## config.mk

```make
export PLATFORM = sky130hd
export DESIGN_NAME = fns_rx_dec_seq_8_1
export DESIGN_NICKNAME = d
export VERILOG_FILES = /design/src/rtl/fns_rx_dec_seq_8_1.sv
export SDC_FILE = /design/constraint.sdc
export NUM_CORES = 1
export LEC_CHECK = 0
export CORE_ASPECT_RATIO = 0.7
export CORE_UTILIZATION = 50
export CTS_CLUSTER_DIAMETER = 150
export DETAILED_ROUTE_END_ITERATION = 6
export PLACE_DENSITY = 0.83
export SLEW_MARGIN = 30
export SYNTH_ARGS = -nofsm -noshare
export SYNTH_HDL_FRONTEND = slang
export SYNTH_SLANG_ARGS = --single-unit
export TNS_END_PERCENT = 20
```

## constraint.sdc

```tcl
create_clock -name clock -period 4.6 [get_ports clock]
set_input_delay 1.38 -clock clock [delete_from_list [all_inputs] [get_ports clock]]
set_output_delay 1.38 -clock clock [all_outputs]
set_load 0.02 [all_outputs]
```

## src/rtl/fns_rx_dec_seq_8_1.sv

```systemverilog
// Sequential FNS receive decoder: 9 TSV lines -> 8-bit value, one line per cycle.
// Optional forbidden-transition checker and ftf_err port enabled by FNS_RX_FTF_CHECK_EN.
module fns_rx_dec_seq_8_1 (
    input  logic       clock,
    input  logic       reset,
    input  logic [8:0] tsv,
    input  logic [8:0] f_flag,
    input  logic       tsv_valid,
    output logic       tsv_ready,
    output logic [7:0] dataout,
    output logic       data_valid,
    input  logic       data_ready,
    output logic [8:0] en_flag,
    output logic       fault_err
`ifdef FNS_RX_FTF_CHECK_EN
    ,
    output logic       ftf_err
`endif
);

    typedef enum logic [1:0] {
        S_IDLE,
        S_ACCUM,
        S_DONE
    } state_t;

    state_t     state_q;
    logic [3:0] idx_q;
    logic [7:0] wa_q;
    logic [7:0] wb_q;
    logic [7:0] acc_q;
    logic [8:0] tsv_q;
    logic [8:0] en_q;
    logic [7:0] dataout_q;
    logic       data_valid_q;
    logic       tsv_ready_q;
    logic       fault_q;

    logic [7:0] acc_d;
    logic       line_en_d;
    logic       fault_d;

    // NOTE: every signal written in always_comb gets a default first, so no latch is inferred.
    always_comb begin
        line_en_d = en_q[idx_q];
        acc_d     = acc_q;
        if (line_en_d && tsv_q[idx_q]) begin
            acc_d = acc_q + wa_q;
        end
    end

    // More than one faulty line: clearing the lowest set bit still leaves a bit set.
    assign fault_d = |(f_flag & (f_flag - 9'd1));

`ifdef FNS_RX_FTF_CHECK_EN
    logic [7:0] hi_d;
    logic [7:0] lo_d;
    logic [7:0] pair_en_d;
    logic       ftf_d;
    logic       ftf_q;

    // Pair k is lines (k+1, k); even k flags 1->0 upward, odd k flags 0->1 upward.
    always_comb begin
        hi_d      = tsv[8:1];
        lo_d      = tsv[7:0];
        pair_en_d = ~f_flag[8:1] & ~f_flag[7:0];
        ftf_d     = |(((hi_d & ~lo_d & 8'h55) | (~hi_d & lo_d & 8'hAA)) & pair_en_d);
    end
`endif

    // NOTE: sequential state uses non-blocking assignments only.
    always_ff @(posedge clock) begin
        if (reset) begin
            state_q      <= S_IDLE;
            idx_q        <= 4'd0;
            wa_q         <= 8'd1;
            wb_q         <= 8'd2;
            acc_q        <= 8'd0;
            tsv_q        <= 9'd0;
            en_q         <= 9'd0;
            dataout_q    <= 8'd0;
            data_valid_q <= 1'b0;
            tsv_ready_q  <= 1'b1;
            fault_q      <= 1'b0;
`ifdef FNS_RX_FTF_CHECK_EN
            ftf_q        <= 1'b0;
`endif
        end else begin
            case (state_q)
                S_IDLE: begin
                    if (tsv_valid) begin
                        tsv_q       <= tsv;
                        en_q        <= ~f_flag;
                        fault_q     <= fault_d;
`ifdef FNS_RX_FTF_CHECK_EN
                        ftf_q       <= ftf_d;
`endif
                        acc_q       <= 8'd0;
                        idx_q       <= 4'd0;
                        wa_q        <= 8'd1;
                        wb_q        <= 8'd2;
                        tsv_ready_q <= 1'b0;
                        state_q     <= S_ACCUM;
                    end
                end
                S_ACCUM: begin
                    acc_q <= acc_d;
                    // Skipped lines leave the Fibonacci weights where they are.
                    if (line_en_d) begin
                        wa_q <= wb_q;
                        wb_q <= wa_q + wb_q;
                    end
                    if (idx_q == 4'd8) begin
                        dataout_q    <= acc_d;
                        data_valid_q <= 1'b1;
                        state_q      <= S_DONE;
                    end else begin
                        idx_q <= idx_q + 4'd1;
                    end
                end
                S_DONE: begin
                    if (data_ready) begin
                        data_valid_q <= 1'b0;
                        tsv_ready_q  <= 1'b1;
                        state_q      <= S_IDLE;
                    end
                end
                default: begin
                    state_q     <= S_IDLE;
                    tsv_ready_q <= 1'b1;
                end
            endcase
        end
    end

    assign tsv_ready  = tsv_ready_q;
    assign dataout    = dataout_q;
    assign data_valid = data_valid_q;
    assign en_flag    = en_q;
    assign fault_err  = fault_q;
`ifdef FNS_RX_FTF_CHECK_EN
    assign ftf_err    = ftf_q;
`endif

endmodule

```

==> key figures <==
Setup path
  – Crit. End Element: register
  – Worst Reg-to-Reg Cells: 6
  – RR Startpoint: idx_q[0]$_SDFFE_PP0P_
  – Crit-path max FO: 17
  – Setup CP Type: register to register
  – CP Launch Type: register
  – Critical Path AT: 3310 ps
  – Crit path from: idx_q[0]$_SDFFE_PP0P_
  – Worst Path Required: between 4000 and 5000 ps

Logic synthesis
  – Main synth FF type: dfxtp_1
  – Post-synth ARST share: 0%
  – Net Count, Synth: 415
  – #FFs+latches synth: 59
  – Distinct cells, synth: slightly below 50
  – Post-Syn Area: approximately 3200 um2
  – Most common library cells after synthesis: dfxtp_1 (59), nand2_1 (43), nor2_1 (41), a21oi_1 (34), a211oi_1 (18)
  – Seq/Total Area, Yosys: 37.3%
  – Cells after synthesis: 375
  – Top-count cell post-synth: dfxtp_1
  – Avg Inst Size Synth: 8.44 um2
  – Yosys top cell by area: dfxtp_1
  – Yosys Warn Count: 0
  – Post-synth EDFFs: 0
  – Synth top area cells: dfxtp_1 (37%), ha_1 (6.3%), a21oi_1 (5.4%)
  – Post-synth top area share: 37.3%

Finish
  – Nets: 451
  – Area growth syn-to-layout: 20.2%
  – Diodes inserted: 0
  – Layout cells sized above 1: 6.01%

Worst hold path
  – HP Start: tsv_q[1]$_SDFFE_PP0P_
  – Hold Crit Depth: 2
  – Min-delay worst type: register to register

Clock network
  – Worst-path clk slew: 70 ps
  – Hold Buf Count CTS: 0
  – Num CTS Buffers: 9
  – # clock sinks: 59
  – Setup bufs post-CTS: 0
  – Max clock buf depth: 2
  – Skew-Pair Late Insertion Delay: 350 ps
  – CTS tree: built
  – Clk root buf: clkbuf_8
  – Htree depth: 3
  – Post-CTS sizing: 0

STA
  – Final period util: 65.9%
  – Least-Margin Pin Slew: 776 ps
  – Layout Skew: 8.22 ps
  – Final hold viol count: 0
  – Sum Neg Setup Slack: 0 ps
  – RSZ-0062 raised after global routing: false
  – Final setup fails: 0
  – Max-slew headroom: approximately half
  – Max Fclk: 330 MHz
  – Max-slew violations: 0
  – Final min period: 3030 ps

Routing
  – Final WL: 7820 um
  – Remaining antenna violation count after routing: 0
  – Initial DRC count: roughly 170
  – Vias/cell: 5.86
  – DRC Markers: 0
  – Drt wl/cell: ~16 um
  – 1st-pass router iterations: 5
  – DR vias: 2879

Global routing
  – Global-route wire length before repair: 12600 um
  – Number of global-route vias before repair: 2591
  – Met2 Use GR: between 30% and 40%
  – Initial antenna violation count: 0
  – Met3 Track Usage GR: under 10%
  – Met1 Use GR: around a third
  – Gr usage total: between 20 and 25%
  – Pin count of the biggest net entering global routing: 36
  – GRT busiest layer: met2
  – Grt total ovfl: 0

Power and ir drop
  – Power density over the cells: between 300 and 400 nW/um2
  – Leak pwr: ~1.4 nW
  – Final Total Pwr: 1.15 mW
  – Peak supply drop: roughly 0.17 mV

Floorplan
  – Die H: 68.6 um
  – Core Rows: 23
  – Starting Density: roughly 54%
  – Die Width: 97.1 um
  – # IOs: 42
  – Area of the core: 5900 um2
  – Total die area: 6660 um2

Placement
  – Gpl congestion: 0.822
  – Port Buf Inserts: between 40 and 50
  – Post-DP HPWL: about 5500 um

Status
  – Status: finished clean

Flow run
  – Max-cap viol count: 0
[worst max-delay path, cell delays in order (launching register included)]
cell and delay [ps]:
dfxtp_1 690, mux2i_1 190, a221o_1 360, o21ai_2 450, a21boi_4 620, or4b_1 500, a21oi_1 160
[where the power goes]
| group | internal [mW] | switching, mW |
|---|---|---|
| clock | 0.262 | 0.211 |
| combinational | 0.0597 | 0.0782 |
| sequential | 0.526 | 0.0145 |
[final cells by class]
cell class | instances | area (um2)
fillers | 493 | 2100
multi-input cells | 281 | 1840
flip-flops and latches | 59 | 1180
repair buffers | 46 | 443
clock buffers | 11 | 141
well taps | 75 | 93.8
clock inverters | 5 | 52.6
inverters | 14 | 52.6
[layout by cell type, fill, tap and decap left out, types with 5 or more instances in the layout]
master	synthesis	final
a211oi_1	18	18
a21oi_1	34	34
a32oi_1	8	8
buf_4	1	5
clkbuf_8	0	10
clkdlybuf4s50_1	0	40
dfxtp_1	59	59
ha_1	16	16
inv_1	14	14
mux2i_1	14	14
nand2_1	43	43
nand3_1	6	6
nand4_1	11	11
nor2_1	41	41
nor2b_1	5	5
nor3_1	14	14
or3_1	7	7
xnor2_1	6	6
[final timing paths]
kind | end | slack (ps)
setup reg to reg | acc_q[7]$_SDFFE_PP0P_ | 1570
hold / removal | tsv_q[1]$_SDFFE_PP0P_ | 460
hold reg to reg | tsv_q[1]$_SDFFE_PP0P_ | 460
setup / recovery | acc_q[7]$_SDFFE_PP0P_ | 1570
[per-layer routing]
metal / routed length [um] / share of wire (%)
met1: 3990 / 51
met2: 3320 / 42
met3: 419 / 5.4
met4: 89 / 1.1
met5: 0 / 0
[state kept, by name (all words and copies together) (netlist names)]
name / cells
en_flag: 9
tsv_q: 9
acc_q: 8
dataout: 8
wa_q: 8
wb_q: 8
idx_q: 4
state_q: 2
data_valid: 1
fault_err: 1
tsv_ready: 1
[logic make-up after synthesis]
kind of cell / after synthesis / share of synthesized area, %
simple gates: 149 / 22.9
compound gates: 87 / 18.7
flops: 59 / 37.3
buf+inv: 35 / 4.59
fa+ha+maj: 20 / 8.22
mux: 16 / 5.85
xor+xnor: 9 / 2.49
[per-stage QoR]
stage               util [%]  hold WS, ps  worst slack (ps)  instance area [um2]  instances
floorplan                  -          433              2160                 3170        375
global placement        61.2          443              1460                 3610        475
detailed placement      61.2          448              1420                 3610        475
CTS                     64.5          458              1600                 3800        491
global route            64.5          489              1410                 3800        491
finish                  64.5          458              1570                 3800        491
Note: power is estimated with default switching activity, not from simulation.
